===== config.mk =====
export PLATFORM = sky130hd
export DESIGN_NAME = mac_accumulator
export DESIGN_NICKNAME = d
export VERILOG_FILES = /design/src/rtl/mlp_acc_pkg.sv /design/src/rtl/requant_sat.sv /design/src/rtl/mac_accumulator.sv
export SDC_FILE = /design/constraint.sdc
export NUM_CORES = 1
export LEC_CHECK = 0
export CORE_UTILIZATION = 50
export DETAILED_ROUTE_END_ITERATION = 8
export PLACE_DENSITY = 0.81
export SETUP_SLACK_MARGIN = 0.15
export SYNTH_ARGS = -nofsm -noshare
export SYNTH_HDL_FRONTEND = slang
export SYNTH_SLANG_ARGS = --single-unit

===== constraint.sdc =====
create_clock -name clk -period 7.4 [get_ports clk]
set_input_delay 1.11 -clock clk [delete_from_list [all_inputs] [get_ports clk]]
set_output_delay 1.11 -clock clk [all_outputs]
set_load 0.02 [all_outputs]

===== src/rtl/mlp_acc_pkg.sv =====
// ============================================================================
// Package : mlp_acc_pkg
// Brief   : Shared FSM state type, saturation bounds and accumulator sizing
//           for the MLP-Mixer dot-product layers.
// Rev     : 1.0  initial release
// ============================================================================
`default_nettype none

package mlp_acc_pkg;

  localparam int MLP_ACC_BITS = 32;

  typedef enum logic [1:0] {
    ST_IDLE  = 2'd0,
    ST_ACCUM = 2'd1,
    ST_REQ   = 2'd2,
    ST_OUT   = 2'd3
  } acc_state_e;

  function automatic int sat_max(input int bits);
    return (1 << (bits - 1)) - 1;
  endfunction

  function automatic int sat_min(input int bits);
    return -(1 << (bits - 1));
  endfunction

endpackage

`default_nettype wire


===== src/rtl/requant_sat.sv =====
// ============================================================================
// Module : requant_sat
// Brief  : Round-half-up arithmetic right shift and saturation of a wide
//          accumulator to a signed BITS-wide value. Macro ACC_RELU_EN clamps
//          negative results to zero.
// Rev    : 1.0  initial release
// ============================================================================
`default_nettype none

module requant_sat
  import mlp_acc_pkg::*;
#(
  parameter int BITS     = 8,
  parameter int ACC_BITS = MLP_ACC_BITS,
  parameter int SHIFT    = 7
) (
  input  logic signed [ACC_BITS-1:0] acc,
  output logic signed [BITS-1:0]     q
);

  // One guard bit so adding the rounding constant can never overflow.
  localparam int c_w = ACC_BITS + 1;
  localparam logic signed [c_w-1:0] c_round = c_w'(2 ** (SHIFT - 1));
  localparam logic signed [c_w-1:0] c_max   = c_w'(sat_max(BITS));
  localparam logic signed [c_w-1:0] c_min   = c_w'(sat_min(BITS));

  logic signed [c_w-1:0] w_sum;
  logic signed [c_w-1:0] w_r;

  always_comb begin
    w_sum = {acc[ACC_BITS-1], acc} + c_round;
    w_r   = w_sum >>> SHIFT;
  end

  always_comb begin
    if (w_r > c_max) begin
      q = c_max[BITS-1:0];
    end else if (w_r < c_min) begin
      q = c_min[BITS-1:0];
    end else begin
      q = w_r[BITS-1:0];
    end
`ifdef ACC_RELU_EN
    if (w_r[c_w-1]) begin
      q = '0;
    end
`endif
  end

endmodule

`default_nettype wire


===== src/rtl/mac_accumulator.sv =====
// ============================================================================
// Module : mac_accumulator
// Brief  : Accumulates VEC_LEN signed products plus bias, then requantises to
//          a BITS-wide activation behind a valid/ready output. Optional
//          macro ACC_RELU_EN fuses a ReLU into the requantiser.
// Rev    : 1.0  initial release
// ============================================================================
`default_nettype none

module mac_accumulator
  import mlp_acc_pkg::*;
#(
  parameter int BITS     = 8,
  parameter int ACC_BITS = MLP_ACC_BITS,
  parameter int VEC_LEN  = 16,
  parameter int SHIFT    = 7
) (
  input  logic                       clk,
  input  logic                       rst,
  input  logic                       start,
  input  logic signed [ACC_BITS-1:0] bias,
  input  logic                       in_valid,
  input  logic signed [2*BITS-1:0]   in_data,
  output logic                       out_valid,
  input  logic                       out_ready,
  output logic signed [BITS-1:0]     out_data,
  output logic                       busy,
  output logic                       drop_err
);

  localparam int c_cnt_w = $clog2(VEC_LEN + 1);
  localparam logic [c_cnt_w-1:0] c_last = c_cnt_w'(VEC_LEN - 1);

  acc_state_e                 r_state;
  acc_state_e                 w_next;
  logic signed [ACC_BITS-1:0] r_acc;
  logic signed [ACC_BITS-1:0] w_prod_ext;
  logic [c_cnt_w-1:0]         r_cnt;
  logic                       w_load;
  logic                       w_add;
  logic                       w_drop;
  logic signed [BITS-1:0]     w_q;

  assign w_prod_ext = {{(ACC_BITS - 2*BITS){in_data[2*BITS-1]}}, in_data};

  always_ff @(posedge clk or posedge rst) begin
    if (rst) begin
      r_state <= ST_IDLE;
    end else begin
      r_state <= w_next;
    end
  end

  always_comb begin
    w_next = r_state;
    case (r_state)
      ST_IDLE:  if (start) w_next = ST_ACCUM;
      ST_ACCUM: if (in_valid && (r_cnt == c_last)) w_next = ST_REQ;
      ST_REQ:   w_next = ST_OUT;
      ST_OUT:   if (out_ready) w_next = ST_IDLE;
      default:  w_next = ST_IDLE;
    endcase
  end

  always_comb begin
    busy   = (r_state != ST_IDLE);
    w_load = (r_state == ST_IDLE) && start;
    w_add  = (r_state == ST_ACCUM) && in_valid;
    w_drop = in_valid && (((r_state == ST_IDLE) && !start) ||
                          (r_state == ST_REQ) || (r_state == ST_OUT));
  end

  // Bias load can absorb the first product in the same cycle as start.
  always_ff @(posedge clk or posedge rst) begin
    if (rst) begin
      r_acc     <= '0;
      r_cnt     <= '0;
      out_valid <= 1'b0;
      out_data  <= '0;
      drop_err  <= 1'b0;
    end else begin
      if (w_load) begin
        r_acc <= in_valid ? (bias + w_prod_ext) : bias;
        r_cnt <= {{(c_cnt_w - 1){1'b0}}, in_valid};
      end else if (w_add) begin
        r_acc <= r_acc + w_prod_ext;
        r_cnt <= r_cnt + c_cnt_w'(1);
      end

      if (r_state == ST_REQ) begin
        out_data  <= w_q;
        out_valid <= 1'b1;
      end else if ((r_state == ST_OUT) && out_ready) begin
        out_valid <= 1'b0;
      end

      if (w_drop) begin
        drop_err <= 1'b1;
      end
    end
  end

  requant_sat #(
    .BITS     (BITS),
    .ACC_BITS (ACC_BITS),
    .SHIFT    (SHIFT)
  ) u_requant (
    .acc (r_acc),
    .q   (w_q)
  );

endmodule

`default_nettype wire

Word-level counts from Yosys, hierarchy flattened
Cells that the tools add are included.
W data, S select, Z words.
{"block": "word_totals", "reg_bits": 49, "output_inout_bits": 11, "wordCells": 46, "input_bits": 53}
{"block": "op_classes", "magnitude_cmp": 2, "n_eq_ne": 7, "n_reduce_logical": 14, "muxes": 13, "n_addsub": 4}
{"cell": "$mux W32", "n": 3}
{"cell": "$add A32 B16 Y32", "n": 2}
{"cell": "$add A32 B8 Y33 const B", "n": 1}
{"cell": "$gt A26 B8 Y1 const B", "n": 1}
{"cell": "$lt A26 B8 Y1 const B", "n": 1}
{"cell": "$mux W8", "n": 2}
{"cell": "$mux W5", "n": 2}
{"cell": "$pmux W2 S4", "n": 1}
{"cell": "$logic_and A1 B1 Y1", "n": 6}
{"cell": "$mux W2", "n": 3}
{"cell": "$ne A2 B2 Y1 const B", "n": 3}
{"cell": "$reduce_bool A2 Y1", "n": 3}
{"cell": "$add A5 B1 Y5 const B", "n": 1}
{"cell": "$eq A5 B4 Y1 const B", "n": 1}
{"cell": "$eq A2 B2 Y1 const B", "n": 2}
{"cell": "$reduce_and A3 Y1", "n": 1}
{"cell": "$eq A2 B1 Y1 const B", "n": 1}
{"cell": "$logic_not A2 Y1", "n": 1}
{"cell": "$logic_or A1 B1 Y1", "n": 2}
{"cell": "$mux W1", "n": 2}
{"cell": "$logic_not A1 Y1", "n": 1}

Logic depth before layout (Yosys ltp)
{"block": "depth", "ltp_word": 5, "mapped_depth": 13, "depth_no_buf": 13}

By module
A second synthesis with hierarchy kept.
{"block": "unflattened", "hier_cells": 772, "hier_area_um2": 6187.2}
{"module": "mac_accumulator", "cells_each": 665, "n_inst": 1, "seq_area_each_um2": 1226.2, "area_each_um2": 5437.7}
{"module": "requant_sat", "cells_each": 107, "n_inst": 1, "seq_area_each_um2": 0.0, "area_each_um2": 749.5}

Worst setup path after synthesis
Ideal clock, no wire load.
{"block": "synth_path", "kind": "input to register", "startpoint": "input port in_data[14]", "endpoint": "register r_acc[29]", "cell_stages": 12, "path_slack_ns": 3.914, "n_path_buf": 1, "required_ns": 7.306, "t_arrival_ns": 3.392, "setup_ns": 0.094, "cell_sequence": "ha_1 buf_4 nand3_1 or2_1 or3_1 o32ai_1 o31ai_2 a21oi_4 nand2_1 a31oi_1 mux2_1 a211oi_1"}
{"block": "synth_via", "elab_chain_len": 3, "word_cells_on_any_way": 5, "cone_classes": "add/sub: 2; mux: 3"}
{"item": "start, declared", "line_no": "mac_accumulator.sv:23", "rtl": "input logic signed [2*BITS-1:0] in_data,"}
{"item": "$add A32 B16 Y32, on equally long branches", "line_no": "mac_accumulator.sv:86, mac_accumulator.sv:83"}
{"item": "$mux W32, on equally long branches", "line_no": "mac_accumulator.sv:85, mac_accumulator.sv:83"}
{"item": "$mux W32 *", "line_no": "mac_accumulator.sv:82", "rtl": "if (w_load) begin"}
{"item": "end signal, assigned", "line_no": "mac_accumulator.sv:83", "rtl": "r_acc <= in_valid ? (bias + w_prod_ext) : bias;"}
{"item": "end signal, assigned", "line_no": "mac_accumulator.sv:86", "rtl": "r_acc <= r_acc + w_prod_ext;"}
{"item": "end, declared", "line_no": "mac_accumulator.sv:36", "rtl": "logic signed [ACC_BITS-1:0] r_acc;"}
Every way passes the cells marked *; elsewhere a longest branch is shown, timed or not. The select of a mux whose other input is x is not followed.
A chain may end at the register's enable or synchronous reset.

Worst setup path in the final report
{"block": "layout_path", "startpoint": "input port in_data[15]", "endpoint": "register r_acc[29]"}
The elaborated chain is that of the path after synthesis.

==> flow_summary.json <==
{
  "status": "finished, final reports clean",
  "wl_per_cell_um": 15.8,
  "synth_nets": 912,
  "min_from": "drop_err",
  "rows": 40,
  "yosysSeqAreaShare_pct": 19.5,
  "critPathRequiredTime_ns": 7.61,
  "n_antenna_cell": 0,
  "clk_pin_slew_ns": 0.07,
  "clk_latency_ns": 0.30,
  "grt_pass1_wl_mm": 26.3,
  "syn_avg_cell_area_um2": 8.00,
  "place_inst": 993,
  "core_mm2": 0.0122,
  "start_kind": "primary input",
  "ios": 64,
  "nets": 957,
  "fillers": 1095,
  "clock_path_buffers": 2,
  "power.total_w": 0.00239,
  "r2r_start": "r_acc[14]",
  "yosys_warnings": 0,
  "ys_seq_elements": 49,
  "synth_cell_type_count": 86,
  "synth_top_cell_area_share_pct": 19.5,
  "cts_htree_levels": 2,
  "max_freq_ghz": 0.231,
  "tritoncts": "done",
  "yosys.area.top_type": "dfrtp_1",
  "ff2ff_path_depth": 11,
  "gp_congestion": 0.933,
  "synth-main-ff-cell": "dfrtp_1",
  "fp.dieH_um": 114,
  "post-route-min-period_ns": 4.32,
  "tns_ns": 0,
  "maxCapViolations": 0,
  "worstSetupEndpointType": "flip-flop",
  "maxSlewHeadroom_pct": 42.8,
  "rsz0062_at_grt": "false",
  "finalWirelength_mm": 15.8,
  "syn_area_mm2": 0.00629,
  "antenna_found_initial": 0,
  "fin_skew_ns": 0.00846,
  "grt_max_degree": 55,
  "grt_overflow": 0,
  "r2r_slack_ns": 4.20,
  "leakage_nw": 3.01,
  "holdWs_ns": 0.472,
  "finalHoldViolCount": 0,
  "die_x_um": 114,
  "holdPathEnd": "drop_err",
  "synth_cells": 787,
  "p_per_area_mw_per_mm2": 332,
  "worst_ep_arrival_time_ns": 4.53,
  "cts_resized": 0,
  "via_per_inst": 5.95,
  "routed-via-count": 5959,
  "initial_utilization_pct": 51.8,
  "path_class": "in -> reg",
  "rr_endpoint": "r_acc[29]",
  "synth.most_common_cell": "nand2_1",
  "drt_pass1_iterations": 7,
  "worst_pin_slew_ns": 0.857,
  "slew_violations": 0,
  "synth_edf_count": 0,
  "hold_buffers": 0,
  "dpl.hpwl_mm": 12.2,
  "final_core_utilization_pct": 59.1,
  "cts_inserted_buffers": 5,
  "whs_path_depth": 1,
  "cts_setup_buffers": 0,
  "ys_top_cells_by_area": "dfrtp_1 (19%), ha_1 (14%), xnor2_1 (5.7%)",
  "finalSetupViolations": 0,
  "hp-class": "reg -> reg",
  "synth_commonest_cells": "nand2_1 (73), ha_1 (70), nor2_1 (69), a21oi_1 (63), dfrtp_1 (49)",
  "multi_input_area_mm2": 0.00484,
  "period_share_pct": 58.4,
  "drc": 0,
  "ir_drop_mv": 0.127,
  "die_area_mm2": 0.0130,
  "layoutNonFillerInstCount": 1001,
  "cts_root_buffer": "clkbuf_16",
  "path_max_fanout": 39,
  "io_buffers": 63,
  "drt_iter0_markers": 454,
  "ant_nets": 0,
  "register_area_mm2": 0.00123,
  "synthArstFlopShare_pct": 100,
  "grt_use_total_pct": 25.1,
  "cts_sinks": 49,
  "drive_gt1_share_pct": 6.36,
  "grt_pass1_vias": 5469,
  "area_growth_pct": 14.1
}
[critical path: stages]
cell             delay (ns)
clkdlybuf4s50_1        0.46
buf_4                  0.40
ha_1                   0.38
nand3_1                0.17
or2_1                  0.26
or3_1                  0.31
o32ai_1                0.21
o31ai_2                0.16
a21oi_4                0.23
nand2_1                0.07
a31oi_1                0.19
mux2_1                 0.34
a211oi_1               0.22
[worst max path at each step]
stage	startpoint	end	slack [ns]	depth (start not counted)
floorplan	in_data[14]	r_acc[29]	3.91	12
global placement	in_data[15]	r_acc[29]	2.91	13
detailed placement	in_data[15]	r_acc[29]	2.84	13
CTS	in_data[15]	r_acc[29]	3.11	13
global route	in_data[15]	r_acc[29]	2.89	13
finish	in_data[15]	r_acc[29]	3.08	13
[layout make-up]
class	instances	area share, %
Clock inverter	1	0.105
Tap cell	168	2.93
Sequential cell	49	17.1
Inverter	25	1.31
Clock buffer	7	1.85
Timing Repair Buffer	69	9.34
Multi-Input combinational cell	682	67.4
[kinds of logic (layout without fill, tap and decap cells)]
family / Yosys count / after routing / share of synthesized area [%]
mux: 20 / 20 / 3.22
compound gates: 270 / 270 / 29.0
buf+inv: 56 / 102 / 3.62
simple gates: 257 / 257 / 21.3
flops: 49 / 49 / 19.5
fa+ha+maj: 72 / 72 / 14.5
xor+xnor: 63 / 63 / 8.77
[layer usage]
metal	vias to the layer above	track usage, %	share of wire, %	wire (um)
met5	-	0	0	0
met4	0	6.58	1.6	251
met3	19	2.38	6.3	989
met2	188	41.0	46	7220
met1	2740	35.4	46	7310
li1	3012	-	-	-
[cells in the final DEF (no fill, tap or decap), types with 5 or more instances in the layout]
master,count
o21ai_0,45
nor2b_1,9
and3_1,5
buf_4,6
o22a_1,7
o21a_1,11
o21bai_1,5
o31ai_1,5
nor3_1,10
nand4_1,9
clkdlybuf4s50_1,62
a31oi_1,20
inv_1,24
a21o_1,29
nand2b_1,8
or3_1,7
ha_1,70
clkbuf_16,5
nor2_1,69
nand3_1,27
o211ai_1,7
xor2_1,22
and2_1,7
a211oi_1,28
xnor2_1,41
nand2_1,73
nor4_1,5
o21ai_1,9
a21oi_1,63
mux2i_1,18
dfrtp_1,49
[through the flow]
step,setup slack (ns),area [um2]
floorplan,3.91,6290
global placement,2.91,7040
detailed placement,2.84,7040
CTS,3.11,7180
global route,2.89,7180
finish,3.08,7180
[where the power goes]
group	leakage [nW]	internal [W]	switching (W)
logic	2.38	0.000704	0.000871
registers	0.565	0.000394	0.000191
clock network	0.0641	0.000126	0.000103
total	3.01	0.00122	0.00116
[registers in the layout, indices dropped and copies added, names as in the netlist]
signal	count
out_valid	1
r_state	2
r_cnt	5
r_acc	32
drop_err	1
out_data	8
(Power assumes the default switching activity.)
